==> src/rtl/fetch_unit_pkg.sv <==
// Shared types and constants for the instruction fetch stage.
package fetch_unit_pkg;

    typedef enum logic [2:0] {
        ST_IDLE   = 3'd0,
        ST_REQ    = 3'd1,
        ST_WAIT   = 3'd2,
        ST_HOLD   = 3'd3,
        ST_HALTED = 3'd4
    } fetch_state_e;

    localparam int unsigned INST_W       = 32;
    localparam logic [31:0] PC_INC       = 32'd4;
    // ECALL halts the core when register x17 holds 10
    localparam logic [4:0]  HALT_REG_IDX = 5'd17;
    localparam logic [31:0] HALT_REG_VAL = 32'd10;

endpackage

==> src/rtl/fetch_unit_if.sv <==
// Fetch-stage bus bundle: imem handshake, decode handshake, redirect/halt.
// fetch_count is present only when FETCH_STATS_EN is defined.
interface fetch_unit_if #(parameter int XLEN = 32);
    import fetch_unit_pkg::*;

    logic              imem_req;
    logic [XLEN-1:0]   imem_addr;
    logic              imem_gnt;
    logic              imem_rvalid;
    logic [INST_W-1:0] imem_rdata;
    logic              inst_valid;
    logic              inst_ready;
    logic [INST_W-1:0] inst;
    logic [XLEN-1:0]   inst_pc;
    logic              redirect_valid;
    logic [XLEN-1:0]   redirect_pc;
    logic              halt;
    logic              is_halted;
`ifdef FETCH_STATS_EN
    logic [31:0]       fetch_count;
`endif

    modport master (
        output imem_req, imem_addr, inst_valid, inst, inst_pc, is_halted,
        input  imem_gnt, imem_rvalid, imem_rdata, inst_ready,
        input  redirect_valid, redirect_pc, halt
`ifdef FETCH_STATS_EN
        , output fetch_count
`endif
    );

    modport slave (
        input  imem_req, imem_addr, inst_valid, inst, inst_pc, is_halted,
        output imem_gnt, imem_rvalid, imem_rdata, inst_ready,
        output redirect_valid, redirect_pc, halt
`ifdef FETCH_STATS_EN
        , input fetch_count
`endif
    );

endinterface

==> src/rtl/fetch_unit.sv <==
// Multi-cycle fetch stage: one outstanding imem request, redirect squash, sticky halt.
// Optional delivered-instruction counter enabled by FETCH_STATS_EN.
module fetch_unit
    import fetch_unit_pkg::*;
#(
    parameter int              XLEN     = 32,
    parameter logic [XLEN-1:0] RESET_PC = {XLEN{1'b0}}
) (
    input  logic         clk,
    input  logic         reset_n,
    fetch_unit_if.master bus
);

    fetch_state_e      r_state;
    fetch_state_e      w_state_nxt;
    logic [XLEN-1:0]   r_pc;
    logic [XLEN-1:0]   w_pc_nxt;
    logic [XLEN-1:0]   w_redirect_tgt;
    logic [XLEN-1:0]   w_pc_inc;
    logic              r_squash;
    logic              w_squash_nxt;
    logic              w_capture;
    logic [INST_W-1:0] r_inst;
    logic [XLEN-1:0]   r_inst_pc;
    logic              r_imem_req;
    logic              r_inst_valid;
    logic              r_is_halted;

    assign w_redirect_tgt = bus.redirect_pc & {{(XLEN-2){1'b1}}, 2'b00};
    assign w_pc_inc       = r_pc + XLEN'(PC_INC);

    // Next-state, next-PC and squash decode; halt outranks redirect outranks normal flow
    always_comb begin
        w_state_nxt  = r_state;
        w_pc_nxt     = r_pc;
        w_squash_nxt = r_squash;
        w_capture    = 1'b0;
        if (bus.halt) begin
            w_state_nxt = ST_HALTED;
        end else begin
            case (r_state)
                ST_IDLE: begin
                    w_state_nxt = ST_REQ;
                    if (bus.redirect_valid) begin
                        w_pc_nxt = w_redirect_tgt;
                    end else begin
                        w_pc_nxt = r_pc;
                    end
                end
                ST_REQ: begin
                    if (bus.redirect_valid) begin
                        w_pc_nxt = w_redirect_tgt;
                    end else begin
                        w_pc_nxt = r_pc;
                    end
                    if (bus.imem_gnt) begin
                        w_state_nxt  = ST_WAIT;
                        w_squash_nxt = bus.redirect_valid;
                    end else begin
                        w_state_nxt  = ST_REQ;
                    end
                end
                ST_WAIT: begin
                    if (bus.imem_rvalid) begin
                        // A squashed or same-cycle-redirected response never reaches decode
                        if (bus.redirect_valid || r_squash) begin
                            w_state_nxt  = ST_REQ;
                            w_squash_nxt = 1'b0;
                            if (bus.redirect_valid) begin
                                w_pc_nxt = w_redirect_tgt;
                            end else begin
                                w_pc_nxt = r_pc;
                            end
                        end else begin
                            w_state_nxt = ST_HOLD;
                            w_capture   = 1'b1;
                        end
                    end else if (bus.redirect_valid) begin
                        w_pc_nxt     = w_redirect_tgt;
                        w_squash_nxt = 1'b1;
                    end else begin
                        w_state_nxt = ST_WAIT;
                    end
                end
                ST_HOLD: begin
                    if (bus.redirect_valid) begin
                        w_pc_nxt    = w_redirect_tgt;
                        w_state_nxt = ST_REQ;
                    end else if (bus.inst_ready) begin
                        w_pc_nxt    = w_pc_inc;
                        w_state_nxt = ST_REQ;
                    end else begin
                        w_state_nxt = ST_HOLD;
                    end
                end
                ST_HALTED: begin
                    w_state_nxt = ST_HALTED;
                end
                default: begin
                    w_state_nxt  = ST_IDLE;
                    w_squash_nxt = 1'b0;
                end
            endcase
        end
    end

    // FSM state plus outputs registered from the next state
    always_ff @(posedge clk or negedge reset_n) begin
        if (!reset_n) begin
            r_state      <= ST_IDLE;
            r_pc         <= RESET_PC;
            r_squash     <= 1'b0;
            r_inst       <= {INST_W{1'b0}};
            r_inst_pc    <= {XLEN{1'b0}};
            r_imem_req   <= 1'b0;
            r_inst_valid <= 1'b0;
            r_is_halted  <= 1'b0;
        end else begin
            r_state      <= w_state_nxt;
            r_pc         <= w_pc_nxt;
            r_squash     <= w_squash_nxt;
            r_imem_req   <= (w_state_nxt == ST_REQ);
            r_inst_valid <= (w_state_nxt == ST_HOLD);
            r_is_halted  <= (w_state_nxt == ST_HALTED);
            if (w_capture) begin
                r_inst    <= bus.imem_rdata;
                r_inst_pc <= r_pc;
            end
        end
    end

    assign bus.imem_req   = r_imem_req;
    assign bus.imem_addr  = r_pc;
    assign bus.inst_valid = r_inst_valid;
    assign bus.inst       = r_inst;
    assign bus.inst_pc    = r_inst_pc;
    assign bus.is_halted  = r_is_halted;

`ifdef FETCH_STATS_EN
    logic        w_accept;
    logic [31:0] r_fetch_count;

    assign w_accept = (r_state == ST_HOLD) && bus.inst_ready &&
                      !bus.redirect_valid && !bus.halt;

    // Delivered-instruction counter, wraps silently
    always_ff @(posedge clk or negedge reset_n) begin
        if (!reset_n) begin
            r_fetch_count <= 32'd0;
        end else if (w_accept) begin
            r_fetch_count <= r_fetch_count + 32'd1;
        end
    end

    assign bus.fetch_count = r_fetch_count;
`endif

endmodule
==> src/flat_wrapper.sv <==
// flat-port wrapper written by rule: the top's interface ports become plain ports
module fetch_unit_flat import fetch_unit_pkg::*;
#(
    parameter int              XLEN     = 32,
    parameter logic [XLEN-1:0] RESET_PC = {XLEN{1'b0}}
)
  (clk, reset_n, bus_imem_req, bus_imem_addr, bus_inst_valid, bus_inst, bus_inst_pc, bus_is_halted, bus_imem_gnt, bus_imem_rvalid, bus_imem_rdata, bus_inst_ready, bus_redirect_valid, bus_redirect_pc, bus_halt);
  fetch_unit_if #(.XLEN(XLEN)) bus_i ();
  input  logic clk;
  input  logic reset_n;
  output wire logic [$bits(bus_i.imem_req)-1:0] bus_imem_req;
  output wire logic [$bits(bus_i.imem_addr)-1:0] bus_imem_addr;
  output wire logic [$bits(bus_i.inst_valid)-1:0] bus_inst_valid;
  output wire logic [$bits(bus_i.inst)-1:0] bus_inst;
  output wire logic [$bits(bus_i.inst_pc)-1:0] bus_inst_pc;
  output wire logic [$bits(bus_i.is_halted)-1:0] bus_is_halted;
  input wire logic [$bits(bus_i.imem_gnt)-1:0] bus_imem_gnt;
  input wire logic [$bits(bus_i.imem_rvalid)-1:0] bus_imem_rvalid;
  input wire logic [$bits(bus_i.imem_rdata)-1:0] bus_imem_rdata;
  input wire logic [$bits(bus_i.inst_ready)-1:0] bus_inst_ready;
  input wire logic [$bits(bus_i.redirect_valid)-1:0] bus_redirect_valid;
  input wire logic [$bits(bus_i.redirect_pc)-1:0] bus_redirect_pc;
  input wire logic [$bits(bus_i.halt)-1:0] bus_halt;
  assign bus_imem_req = bus_i.imem_req;
  assign bus_imem_addr = bus_i.imem_addr;
  assign bus_inst_valid = bus_i.inst_valid;
  assign bus_inst = bus_i.inst;
  assign bus_inst_pc = bus_i.inst_pc;
  assign bus_is_halted = bus_i.is_halted;
  assign bus_i.imem_gnt = bus_imem_gnt;
  assign bus_i.imem_rvalid = bus_imem_rvalid;
  assign bus_i.imem_rdata = bus_imem_rdata;
  assign bus_i.inst_ready = bus_inst_ready;
  assign bus_i.redirect_valid = bus_redirect_valid;
  assign bus_i.redirect_pc = bus_redirect_pc;
  assign bus_i.halt = bus_halt;
  fetch_unit #(.XLEN(XLEN), .RESET_PC(RESET_PC)) u_core (.clk(clk), .reset_n(reset_n), .bus(bus_i));
endmodule
==> config.mk <==
export PLATFORM = sky130hd
export DESIGN_NAME = fetch_unit_flat
export DESIGN_NICKNAME = d
export VERILOG_FILES = /design/src/rtl/fetch_unit_pkg.sv /design/src/rtl/fetch_unit_if.sv /design/src/rtl/fetch_unit.sv /design/src/flat_wrapper.sv
export SDC_FILE = /design/constraint.sdc
export NUM_CORES = 1
export LEC_CHECK = 0
export BUFFER_PORTS_ARGS = -buffer_cell sky130_fd_sc_hd__buf_2
export CAP_MARGIN = 30
export CORE_UTILIZATION = 35
export CTS_CLUSTER_DIAMETER = 120
export DETAILED_ROUTE_END_ITERATION = 7
export SETUP_SLACK_MARGIN = 0.1
export SYNTH_ARGS = -nofsm -noshare
export SYNTH_HDL_FRONTEND = slang
export SYNTH_SLANG_ARGS = --single-unit
==> constraint.sdc <==
create_clock -name clk -period 2.12 [get_ports clk]
set_input_delay 0.212 -clock clk [delete_from_list [all_inputs] [get_ports clk]]
set_output_delay 0.212 -clock clk [all_outputs]
set_load 0.01 [all_outputs]
# ---- After elaboration in Yosys (flattened, before gate mapping)
# Index checks and enable logic that the tools add are counted.
# Widths: inputs -> output; s select.
dict set report classes {
  reduce_logical 7
  n_mux 23
  addsub 1
  eq_ne 11
  bitwise_logic 2
}
# op count
set op_table {}
lappend op_table {{$mux 32} 5}
lappend op_table {{$pmux 32 s3} 1}
lappend op_table {{$add 32x3->32 const B} 1}
lappend op_table {{$pmux 3 s5} 1}
lappend op_table {{$mux 3} 4}
lappend op_table {{$eq 3x2->1 const B} 3}
lappend op_table {{$mux 1} 8}
lappend op_table {{$eq 3x1->1 const B} 2}
lappend op_table {{$eq 3x3->1 const B} 2}
lappend op_table {{$mux 2} 3}
lappend op_table {{$ne 3x3->1 const B} 2}
lappend op_table {{$reduce_and 5->1} 1}
lappend op_table {{$reduce_and 4->1} 1}
lappend op_table {{$logic_not 3->1} 1}
lappend op_table {{$ne 3x2->1 const B} 1}
lappend op_table {{$pmux 1 s3} 1}
lappend op_table {{$reduce_bool 3->1} 1}
lappend op_table {{$reduce_or 3->1} 1}
lappend op_table {{$ne 2x2->1 const B} 1}
lappend op_table {{$not 1->1} 2}
lappend op_table {{$reduce_or 2->1} 1}
lappend op_table {{$logic_or 1x1->1} 1}
dict set report totals {
  ff_bits 103
  output_inout_bits 99
}

# ---- Logic depth before layout (Yosys ltp)
dict set report logic_depth {
  word_depth 6
  mapped_depth 8
  depth_no_buf 6
}

# ---- Worst setup path before layout
# Ideal clock, no wire load.
dict set report synth_path {
  path_type {reg2reg}
  startpoint {reg u_core.r_pc[2] (netlist: u_core.bus.imem_addr[2])}
  endpoint {reg u_core.r_pc[16] (netlist: u_core.bus.imem_addr[16])}
  required_ns 2.041
  arrival_time_ns 1.830
  path_stages_with_launch 7
  setup_ns 0.079
  slack_ns 0.210
  path_cell_list {dfrtp_1 ha_1 nand3_1 or3_1 or3_1 a21oi_1 a2bb2oi_1}
}
dict set report synth_between {
  elab_chain_len 4
}
# item line_no
set synth_rtl {}
lappend synth_rtl {{from (decl)} fetch_unit.sv:16} ;# logic [XLEN-1:0] r_pc;
lappend synth_rtl {{from (signal assigned)} fetch_unit.sv:120} ;# r_pc <= w_pc_nxt;
lappend synth_rtl {{$add 32x3->32} fetch_unit.sv:30} ;# assign w_pc_inc = r_pc + XLEN'(PC_INC);
lappend synth_rtl {{$mux 32} fetch_unit.sv:89} ;# end else if (bus.inst_ready) begin
lappend synth_rtl {{$mux 32} fetch_unit.sv:86} ;# if (bus.redirect_valid) begin
lappend synth_rtl {{$pmux 32 s3} fetch_unit.sv:41} ;# case (r_state)
# No other way between the ends. The select of a mux whose other input is x is not followed.
# A chain may end at the register's enable or synchronous reset.

# ---- Worst setup path in the final report
# Ends and elaborated chain as after synthesis.

==> impl_metrics.yaml <==
power:
  vdd_ir_drop_max_uv: 495
  p_leak_nw: 3.12
  swShare_pct: 27.4
  intPower_mw: 3.33
  power_mw: 4.58
  comb_power_share_pct: 15.2
  seqPwrFrac_pct: 49.1
  clockPowerShare_pct: 35.7
  p_switching_mw: 1.26
  p_per_area_nw_per_um2: 749
layout:
  layout-drive-gt1-share_pct: 47.2
  final_cell_area_um2: 6120
  final_core_util_pct: 47.9
  area_delta_synth_final_pct: 31.9
  mostFrequentLayoutCells: "buf_2, dfrtp_1, mux2_2"
  final_cells: 760
  mostFrequentLayoutCell: "buf_2"
  fin_nets: 654
setup_path:
  path_max_fanout: 5
  crit_path_max_incr_delay_ns: 0.41
  crit_required_ns: 2.40
  cp.arrival_ns: 2.16
  slowest_stage: "or3_4"
  ff2ff_setup_slack_ns: 0.23
  end_kind: "register"
  crit_type: "register to register"
  startpoint_type: "register"
  worstPathCellList: "ha_4, nand3_1, or3_4, or3_1, a21oi_1, a2bb2oi_1"
detailed_routing:
  viasPerCell: 5.05
  drtPass1Iterations: 4
  drc_errors: 0
  finalWirelength_um: 12000
  drtIter0Drc: 218
  wl_per_cell_um: 15.8
  postRouteAntennaNets: 0
  vias: 3836
clock_tree:
  cts_made_buffers: 9
  clockBufferDepth: 2
  cts-root-buf: "clkbuf_16"
  cts_tree: "done"
  clock_sinks: 99
  path_clk_slew_ns: 0.07
  htree_levels: 3
  worstSkewPairLatency_ns: 0.35
yosys:
  synth_top_family_by_area: "multiplexers"
  ys_async_sr_fraction_pct: 100
  synth-compound-area-share_pct: 13.8
  synthAdderAreaFrac_pct: 0.270
  synth_seq_area_share_pct: 53.4
  synthCells: 406
  synth-simple-area-share_pct: 13.6
  yosysWarnings: 0
  synth_xor_area_share_pct: 0
  synth.avg_cell_area_um2: 11.4
  synth_area_leaders: "dfrtp_1, mux2_2, a21oi_1"
  synthMuxAreaShare_pct: 15.0
  syn-cell-area_um2: 4640
  netlist.top_cell.by_area: "dfrtp_1"
  ys_ff_latch: 99
  ys.flop_type: "dfrtp_1"
  yosysUniqueCellTypes: 51
  synth_edf_count: 0
  yosysTopAreaCellShare_pct: 53.4
global_routing:
  grtUsageTotal_pct: 18.3
  grt_max_degree: 49
  grt_pass1_wl_um: 18900
  grt_overflow_total: 0
  first_global_vias: 3788
  grt_antenna_before_repair: 0
timing:
  timing.slew.headroom_pct: 66.3
  rsz0062_at_grt: "false"
  setup_viol: 0
  period_share_pct: 89.0
  setup_tns_ns: 0
  layout_setup_ws_ns: 0.234
  fin_hold_ws_ns: 0.0901
  final_max_slew_viol_count: 0
  tightest_slew_ns: 0.505
  max_freq_mhz: 530
  hold_viol_final: 0
  fin_skew_ns: 0.0113
  fin_crit_ns: 1.89
floorplanning:
  initial_core_util_pct: 36.3
  ioPinCount: 170
  coreArea_um2: 12800
  fp-row-count: 41
  die_w_um: 117
  dieArea_um2: 13700
  die_h_um: 117
min_path:
  min_path_type: "input pin to register"
place:
  dp_slack_ns: 0.164
  dp.cells: 740
  gp_congestion: 0.811
  placed_area_um2: 5770
  place.port_buffers: 163
  hpwlAfterDp_um: 8750
run:
  maxCapViolCount: 0
run_status:
  outcome: "complete, no violations"
state kept, by name, summed over array words and instances, names as in the netlist:
| signal | cells |
|---|---|
| u_core.bus.inst | 32 |
| u_core.bus.imem_addr | 30 |
| u_core.bus.inst_pc | 30 |
| u_core.r_state | 3 |
| u_core.bus.imem_req | 1 |
| u_core.bus.inst_valid | 1 |
| u_core.bus.is_halted | 1 |
| u_core.r_squash | 1 |
layer usage:
metal	global-route usage, %	part of all wire [%]	up-vias
li1	-	-	1838
met2	30.3	49	128
met3	4.63	5.9	15
met4	7.09	1.9	0
met1	23.1	44	1855
met5	0	0	-
power by group through the flow:
stage,combinational [mW],clock [mW],sequential (mW)
6_report,0.696,1.64,2.25
5_1_grt,0.777,1.77,2.28
4_1_cts,0.701,1.70,2.25
3_5_place_dp,0.698,0,2.28
3_3_place_gp,0.686,0,2.27
2_1_floorplan,0.231,0,2.33
cell usage after synthesis, types with 6 or more instances:
cell type	number
a21oi_1	23
a2bb2oi_1	10
a31oi_1	8
and3_1	8
buf_2	17
dfrtp_1	99
mux2_2	58
nand2_1	21
nand3_1	19
nand4_1	6
nor2_1	26
nor3_1	8
o21ai_0	17
o22a_1	8
o22ai_1	8
kinds of logic (layout without fill, tap and decap cells):
family	Yosys count	after routing
adder cells (fa/ha/maj)	1	1
multiplexers	62	62
AO/OA/AOI/OAI	95	95
AND/OR/NAND/NOR	114	114
other	1	5
buffers and inverters	34	212
flip-flops	99	99
repair_timing:
item,in CTS,in global routing
hold buffers,1,0
setup endpoints to repair,0,16
buffers inserted,0,2
hold endpoints to repair,32,0
gates resized for setup,0,7
critical path, delay by kind of cell (launching register included):
kind	cells	cell delay, ns
adder cells (fa/ha/maj)	1	0.18
AND/OR/NAND/NOR	3	0.91
flip-flops	1	0.40
AO/OA/AOI/OAI	2	0.32
cell type report:
cell class              instances  area, um2
fillers                      1197       6650
flip-flops and latches         99       2480
repair buffers                191       1080
clock buffers                  12        246
well taps                     172        215
clock inverters                 4       50.0
diodes                          1       2.50
multi-input cells             276       2030
inverters                       5       18.8
worst paths after layout:
path,endpoint,cells past startpoint,startpoint
min in group asynchronous,u_core.bus.inst[20],2,reset_n
max in group asynchronous,u_core.bus.imem_addr[11],3,reset_n
hold / removal,u_core.bus.inst[29],2,bus_imem_rdata[29]
hold reg to reg,u_core.bus.inst_pc[12],1,u_core.bus.inst_pc[12]
setup reg to reg,u_core.bus.imem_addr[16],6,u_core.bus.imem_addr[2]
setup / recovery,u_core.bus.imem_addr[16],6,u_core.bus.imem_addr[2]
No activity file was read; power rests on OpenSTA's default activity.
